===== src/rtl/vpu_sram_rd_arb.sv =====
// Round-robin arbiter that shares one fixed-latency SRAM read port between REQ_CNT requesters.
// Optional macro VPU_RDARB_OUTREG_EN registers the response outputs (adds one cycle of latency).
module vpu_sram_rd_arb #(
    parameter int REQ_CNT     = 3,
    parameter int ADDR_W      = 10,
    parameter int DATA_W      = 256,
    parameter int SRAM_RD_LAT = 2
) (
    input  logic                      clk,
    input  logic                      rst_n,
    input  logic [REQ_CNT-1:0]        req_valid_i,
    input  logic [REQ_CNT*ADDR_W-1:0] req_addr_i,
    output logic [REQ_CNT-1:0]        req_ready_o,
    input  logic                      flush_i,
    output logic                      sram_rden_o,
    output logic [ADDR_W-1:0]         sram_raddr_o,
    input  logic [DATA_W-1:0]         sram_rdata_i,
    output logic [REQ_CNT-1:0]        rsp_valid_o,
    output logic [DATA_W-1:0]         rsp_data_o,
    output logic                      busy_o
);

    localparam int PTR_W = (REQ_CNT > 1) ? $clog2(REQ_CNT) : 1;

    logic [PTR_W-1:0]                   ptr_r;
    logic [PTR_W-1:0]                   ptr_nxt_s;
    logic [PTR_W-1:0]                   grant_id_s;
    logic [PTR_W-1:0]                   idx_s;
    logic                               grant_any_s;
    logic [REQ_CNT-1:0]                 grant_oh_s;
    logic [SRAM_RD_LAT-1:0]             tag_valid_r;
    logic [SRAM_RD_LAT-1:0][PTR_W-1:0]  tag_id_r;
    logic                               rsp_any_s;
    logic [REQ_CNT-1:0]                 rsp_oh_s;
    logic [DATA_W-1:0]                  rsp_data_s;

    // Round-robin search from ptr_r upward; requests are masked while flushing or in reset.
    always_comb begin
        grant_oh_s  = {REQ_CNT{1'b0}};
        grant_id_s  = {PTR_W{1'b0}};
        grant_any_s = 1'b0;
        idx_s       = {PTR_W{1'b0}};
        for (int i = 0; i < REQ_CNT; i++) begin
            idx_s = PTR_W'((int'(ptr_r) + i) % REQ_CNT);
            if (!grant_any_s && req_valid_i[idx_s] && !flush_i && rst_n) begin
                grant_any_s       = 1'b1;
                grant_id_s        = idx_s;
                grant_oh_s[idx_s] = 1'b1;
            end else begin
                grant_oh_s = grant_oh_s;
            end
        end
    end

    // Pointer advances to the requester after the one just granted, wrapping at REQ_CNT-1.
    always_comb begin
        if (grant_id_s == PTR_W'(REQ_CNT - 1)) begin
            ptr_nxt_s = {PTR_W{1'b0}};
        end else begin
            ptr_nxt_s = grant_id_s + PTR_W'(1);
        end
    end

    // Round-robin pointer register.
    always_ff @(posedge clk or negedge rst_n) begin
        if (!rst_n) begin
            ptr_r <= {PTR_W{1'b0}};
        end else if (flush_i) begin
            ptr_r <= {PTR_W{1'b0}};
        end else if (grant_any_s) begin
            ptr_r <= ptr_nxt_s;
        end else begin
            ptr_r <= ptr_r;
        end
    end

    // Tag pipeline tracks which requester owns each read in flight; it never stalls.
    always_ff @(posedge clk or negedge rst_n) begin
        if (!rst_n) begin
            tag_valid_r <= {SRAM_RD_LAT{1'b0}};
            tag_id_r    <= '0;
        end else if (flush_i) begin
            tag_valid_r <= {SRAM_RD_LAT{1'b0}};
            tag_id_r    <= '0;
        end else begin
            tag_valid_r[0] <= grant_any_s;
            tag_id_r[0]    <= grant_id_s;
            for (int i = 1; i < SRAM_RD_LAT; i++) begin
                tag_valid_r[i] <= tag_valid_r[i-1];
                tag_id_r[i]    <= tag_id_r[i-1];
            end
        end
    end

    // Decode the pipeline tail into a one-hot response; a flush suppresses returning data.
    always_comb begin
        rsp_oh_s   = {REQ_CNT{1'b0}};
        rsp_any_s  = tag_valid_r[SRAM_RD_LAT-1] && !flush_i;
        rsp_data_s = {DATA_W{1'b0}};
        if (rsp_any_s) begin
            rsp_oh_s[tag_id_r[SRAM_RD_LAT-1]] = 1'b1;
            rsp_data_s                        = sram_rdata_i;
        end else begin
            rsp_data_s = {DATA_W{1'b0}};
        end
    end

    assign req_ready_o  = grant_oh_s;
    assign sram_rden_o  = grant_any_s;
    assign sram_raddr_o = grant_any_s ? req_addr_i[int'(grant_id_s)*ADDR_W +: ADDR_W] : {ADDR_W{1'b0}};

`ifdef VPU_RDARB_OUTREG_EN
    logic [REQ_CNT-1:0] out_valid_r;
    logic [DATA_W-1:0]  out_data_r;

    // Response output register.
    always_ff @(posedge clk or negedge rst_n) begin
        if (!rst_n) begin
            out_valid_r <= {REQ_CNT{1'b0}};
            out_data_r  <= {DATA_W{1'b0}};
        end else if (flush_i) begin
            out_valid_r <= {REQ_CNT{1'b0}};
            out_data_r  <= {DATA_W{1'b0}};
        end else begin
            out_valid_r <= rsp_oh_s;
            out_data_r  <= rsp_data_s;
        end
    end

    assign rsp_valid_o = out_valid_r & {REQ_CNT{~flush_i}};
    assign rsp_data_o  = out_data_r;
    assign busy_o      = (|tag_valid_r) | (|out_valid_r);
`else
    assign rsp_valid_o = rsp_oh_s;
    assign rsp_data_o  = rsp_data_s;
    assign busy_o      = |tag_valid_r;
`endif

endmodule


===== config.mk =====
export PLATFORM = sky130hd
export DESIGN_NAME = vpu_sram_rd_arb
export DESIGN_NICKNAME = d
export VERILOG_FILES = /design/src/rtl/vpu_sram_rd_arb.sv
export SDC_FILE = /design/constraint.sdc
export NUM_CORES = 1
export LEC_CHECK = 0
export BUFFER_PORTS_ARGS = -buffer_cell sky130_fd_sc_hd__buf_2
export CAP_MARGIN = 20
export CORE_AREA = 5 5 215 217
export CTS_BUF_LIST = sky130_fd_sc_hd__clkbuf_8
export DETAILED_ROUTE_END_ITERATION = 12
export DIE_AREA = 0 0 220 222
export HOLD_SLACK_MARGIN = 0.03
export PLACE_DENSITY = 0.39
export SKIP_CTS_REPAIR_TIMING = 1
export SYNTH_ARGS = -nofsm -noshare
export SYNTH_HDL_FRONTEND = slang
export SYNTH_SLANG_ARGS = --single-unit

===== constraint.sdc =====
create_clock -name clk -period 2.3 [get_ports clk]
set_input_delay 0 -clock clk [delete_from_list [all_inputs] [get_ports clk]]
set_output_delay 0 -clock clk [all_outputs]
set_load 0.1 [all_outputs]

# Yosys cells after proc, flatten, opt, wreduce, memory -nomap -nowiden
# Cells that the tools add are included.
# classes
addsub	3
n_mul	1
div_mod_pow	3
n_lt_le_gt_ge	8
n_eq_ne	1
n_shift	1
n_mux	31
n_bitwise	2
n_reduce_logical	18
# ops
op	count
2-to-1 mux 256 bit	1
remainder unit 32 x 3 -> 32 bit, second input constant	2
remainder unit 3 x 3 -> 32 bit, second input constant	1
indexed part select 30 x 7 -> 10 bit	1
2-to-1 mux 2 bit	7
logical AND 1 bit	13
less-than comparator 2 x 3 -> 1 bit, second input constant	4
2-to-1 mux 3 bit	4
2-to-1 mux 1 bit	10
2-to-1 mux 10 bit	1
demux 1 bit (select 2 bit)	4
>= comparator 2 x 1 -> 1 bit, second input constant	4
binary-select mux 1 bit (select 2 bit)	3
OR 3 bit	2
multiplier 2 x 3 -> 5 bit, second input constant	1
2-to-1 mux 4 bit	1
adder 2 x 1 -> 3 bit, second input constant	1
adder 2 x 2 -> 3 bit, second input constant	1
logical NOT 1 bit	3
adder 2 x 1 -> 2 bit, second input constant	1
equality test 2 bit, second input constant	1
nonzero test 2 bit	1
OR reduction 2 bit	1
# word_totals
register_bits	8
out_inout_bits	274
wordCells	72

# Longest topological paths before layout
# logic_depth
word_depth	20
ltp_mapped	9
ltp_nobuf	7

# Worst setup path after synthesis
# Ideal clock, no wire load.
# synth_path
path_type	reg2reg
from	register ptr_r[0]
to	register ptr_r[0]
setup_ps	118
arrival_time_ps	3042
path_slack_ps	-860
path_stages_with_launch	8
period_less_slack_ps	3160
cell_sequence	dfrtp_1 > inv_1 > ha_1 > buf_4 > maj3_2 > a221oi_2 > nor2_1 > a21o_1
# synth_rtl
item	line_no	rtl
start: declaration	25	logic [PTR_W-1:0] ptr_r;
start signal: assignment	67	ptr_r <= {PTR_W{1'b0}};
start signal: assignment	69	ptr_r <= {PTR_W{1'b0}};
start signal: assignment	71	ptr_r <= ptr_nxt_s;
branches (longest 15 deep; another with remainder unit 32 x 3 -> 32 bit)	n/a	
2-to-1 mux 1 bit (*)	45	if (!grant_any_s && req_valid_i[idx_s] && !flush_i && rst_n) begin
named net sram_rden_o	15	output logic sram_rden_o,
nonzero test 2 bit (no source line) (*)	n/a	
# Mark *: on every way through the listed nets, which the timed path passes. The select of a mux whose other input is x is not followed.
# A chain may end at the register's enable or synchronous reset.

# Worst setup path after layout
# layout_path
from	register ptr_r[0]
to	output sram_raddr_o[5]
# layout_via
elab_chain_len	19
# layout_rtl
item	line_no	rtl
branches (longest 18 deep; another with remainder unit 32 x 3 -> 32 bit)	n/a	
2-to-1 mux 10 bit (*)	110	assign sram_raddr_o = grant_any_s ? req_addr_i[int'(grant_id_s)*ADDR_W +: ADDR_W] : {ADDR_W{1'b0}};
end: declaration	16	output logic [ADDR_W-1:0] sram_raddr_o,
# Mark *: on every way between the ends. The select of a mux whose other input is x is not followed.

==> run summary <==
Skew final: 0.00330 ns
Most frequent cell after synthesis: and2_1
Max-Cap Viols: 0
Static Leak: 0.00422 uW
Synth cell count leaders: and2_1, clkbuf_1, a221o_1
Antenna viol nets, final: 0
Worst-path fanout max: 7
# DRC: 0
Die W: 220 microns
Pins Over Slew Limit: 0
Via count: 4,854
Hold crit path type: input port to flip-flop
CP endpoint kind: output pin
Dpl hpwl: 25.3 mm
Max_slew headroom: 60.3%
Flop pwr share: 7.6%
Final WS setup: -0.0708 ns
Final nets: 1,241
Setup Viol. Count Final: 10
First-pass GRT wire length: 35.6 mm
Antenna violations before repair: 19
Main synth FF type: dfrtp_1
Router iterations before antenna repair: 4
Crit path launch: ptr_r[0]
Post-synth EDFFs: 0
Clock Path Buffers: 2
Critical path required time: 2.30 ns
Pre-CTS setup slack: -0.0643 ns
Clock-pin slew on the worst setup and hold paths: 0.04 ns
CP Class: flip-flop to output pin
Crit path DAT: 2.37 ns
Mapped Cells: 393
FF+latch count, synth: 8
Switching Share: 58.2%
Post-synthesis sequential area ratio: 7.63%
Die Y: 222 microns
Area added between synthesis and finish: 212%
CTS buffer count: 3
CTS tree: done
Synth area leader: and2_1
Syn_nets: 689
Core ar.: 43,900 sq um
Via-to-Cell Ratio: 3.15
Routed Wire Length: 27.7 mm
Logic pwr share: 84.7%
Clock Power Share: 7.7%
Status: finished with violations
CP startpoint kind: flip-flop
Largest net degree at the start of global routing: 115
Layout cells sized above 1: 65.0%
Iter 0 DRT Violations: 96
# rows: 77
PwrDens: 262 nW/um^2
Final hold vios: 0
Clock Latency Late Sink: 0.23 ns
Routability congestion estimate: 0.868
Failing checks: setup timing
Async SR Flop Fraction: 100%
Synth area leaders: and2_1, dfrtp_1, clkbuf_1
Clock Tree Root: clkbuf_8
FMAX: 422 MHz
Crit path time final: 2.37 ns
Final Cycle Share: 103%
Tot Pwr: 2150 uW
Ports: 566
Distinct cells, synth: 42
Net Sw Power: 1250 uW
Vias in the first global route: 4,982
HP Start: flush_i
YS warnings: 0
Mapped cell area: 2630 sq um
Full die area: 48,800 sq um
Reg2Reg Launch Point: ptr_r[0]
Least-Margin Pin Slew: 0.600 ns
Starting Density: 5.98%
GRT Util Overall: 10.0%
Yosys top cell area share: 61.2%
Pint: 898 uW
Worst vdd ir: 0.174 mV
Clock sink count: 8
RSZ-0062 raised after global routing: yes
Syn avg cell area: 6.68 sq um
Remaining global-route overflow: 0
I/O Buffers: 565
Wire per inst: 18.0 microns
Max H-tree Level: 1
## stage by stage
stage / instances / TNS, ns / hold slack [ns] / instance area, sq um / util [%]
finish: 1542 / -0.433 / 0.0690 / 8200 / 18.7
CTS: 1523 / -2.88 / -0.371 / 8000 / 18.2
detailed placement: 1520 / -0.296 / -0.128 / 7960 / 18.1
global placement: 1520 / -0.00663 / -0.130 / 7960 / 18.1
floorplan: 393 / -1.26 / -0.296 / 2680 / -
global route: 1536 / -1.23 / 0.0795 / 8190 / 18.6
## cell type report
class,instances,area (sq um)
clock buffer,3,41.3
antenna,7,17.5
sequential,8,203
fill,5006,35700
multi-input combinational,344,2370
timing repair buffer,584,4810
tap,592,741
inverter,4,15.0
## flip-flops by register name (all words and copies together) (netlist names)
name / cells
tag_id_r: 4
tag_valid_r: 2
ptr_r: 2
## layer usage
layer  GRT usage [%]  up-vias  share of wire (%)
met4            1.49        2                2.5
li1                -     2342                  -
met1            10.2     2083                 34
met5               0        -              0.047
met2            19.1      384                 50
met3            4.45       43                 13
## power by group through the flow
stage          logic [uW]  registers [uW]  clock network [uW]
2_1_floorplan        1100             159                   0
3_3_place_gp         1730             162                   0
3_5_place_dp         1740             162                   0
4_1_cts              1740             160                 172
5_1_grt              1910             164                 188
6_report             1820             163                 166
## placed cells by master (no fill, tap or decap), drive strengths merged, types with 2 or more instances in the layout
cell type,count
nor2b,8
a21oi,4
o32ai,2
a31oi,2
or2,2
a21o,2
o21ai,3
nand2,7
dfrtp,8
buf,583
a221o,10
ha,4
diode,7
nand2b,3
nor2,5
nor3b,4
inv,4
a22oi,3
and2,268
clkbuf,3
a221oi,2
## path summary, 6_finish.rpt
kind                       slack [ns]  depth (start not counted)         endpoint
max                             -0.07                          9  sram_raddr_o[5]
min                              0.07                          2      tag_id_r[3]
max reg2reg                      0.13                          9         ptr_r[0]
min reg2reg                      0.49                          1      tag_id_r[3]
max in group asynchronous        1.92                          2         ptr_r[1]
min in group asynchronous        0.18                          2      tag_id_r[0]
## logic make-up (layout without fill, tap and decap cells)
logic type,count (synthesis),count (layout),synth area share (%)
fa+ha+maj,5,5,2.34
mux,1,1,0.381
flops,8,8,7.63
compound gates,35,35,11.0
buf+inv,42,591,7.34
other cells,0,7,0
simple gates,302,303,71.3
## critical path, cell delays in order, from the launching register on
cell      delay [ns]
dfrtp_2         0.44
inv_2           0.09
ha_4            0.21
buf_8           0.13
o21ba_1         0.17
o311ai_2        0.23
a31oi_2         0.10
and2_4          0.22
a221o_1         0.35
buf_12          0.19
Note: power is estimated with default switching activity, not from simulation.
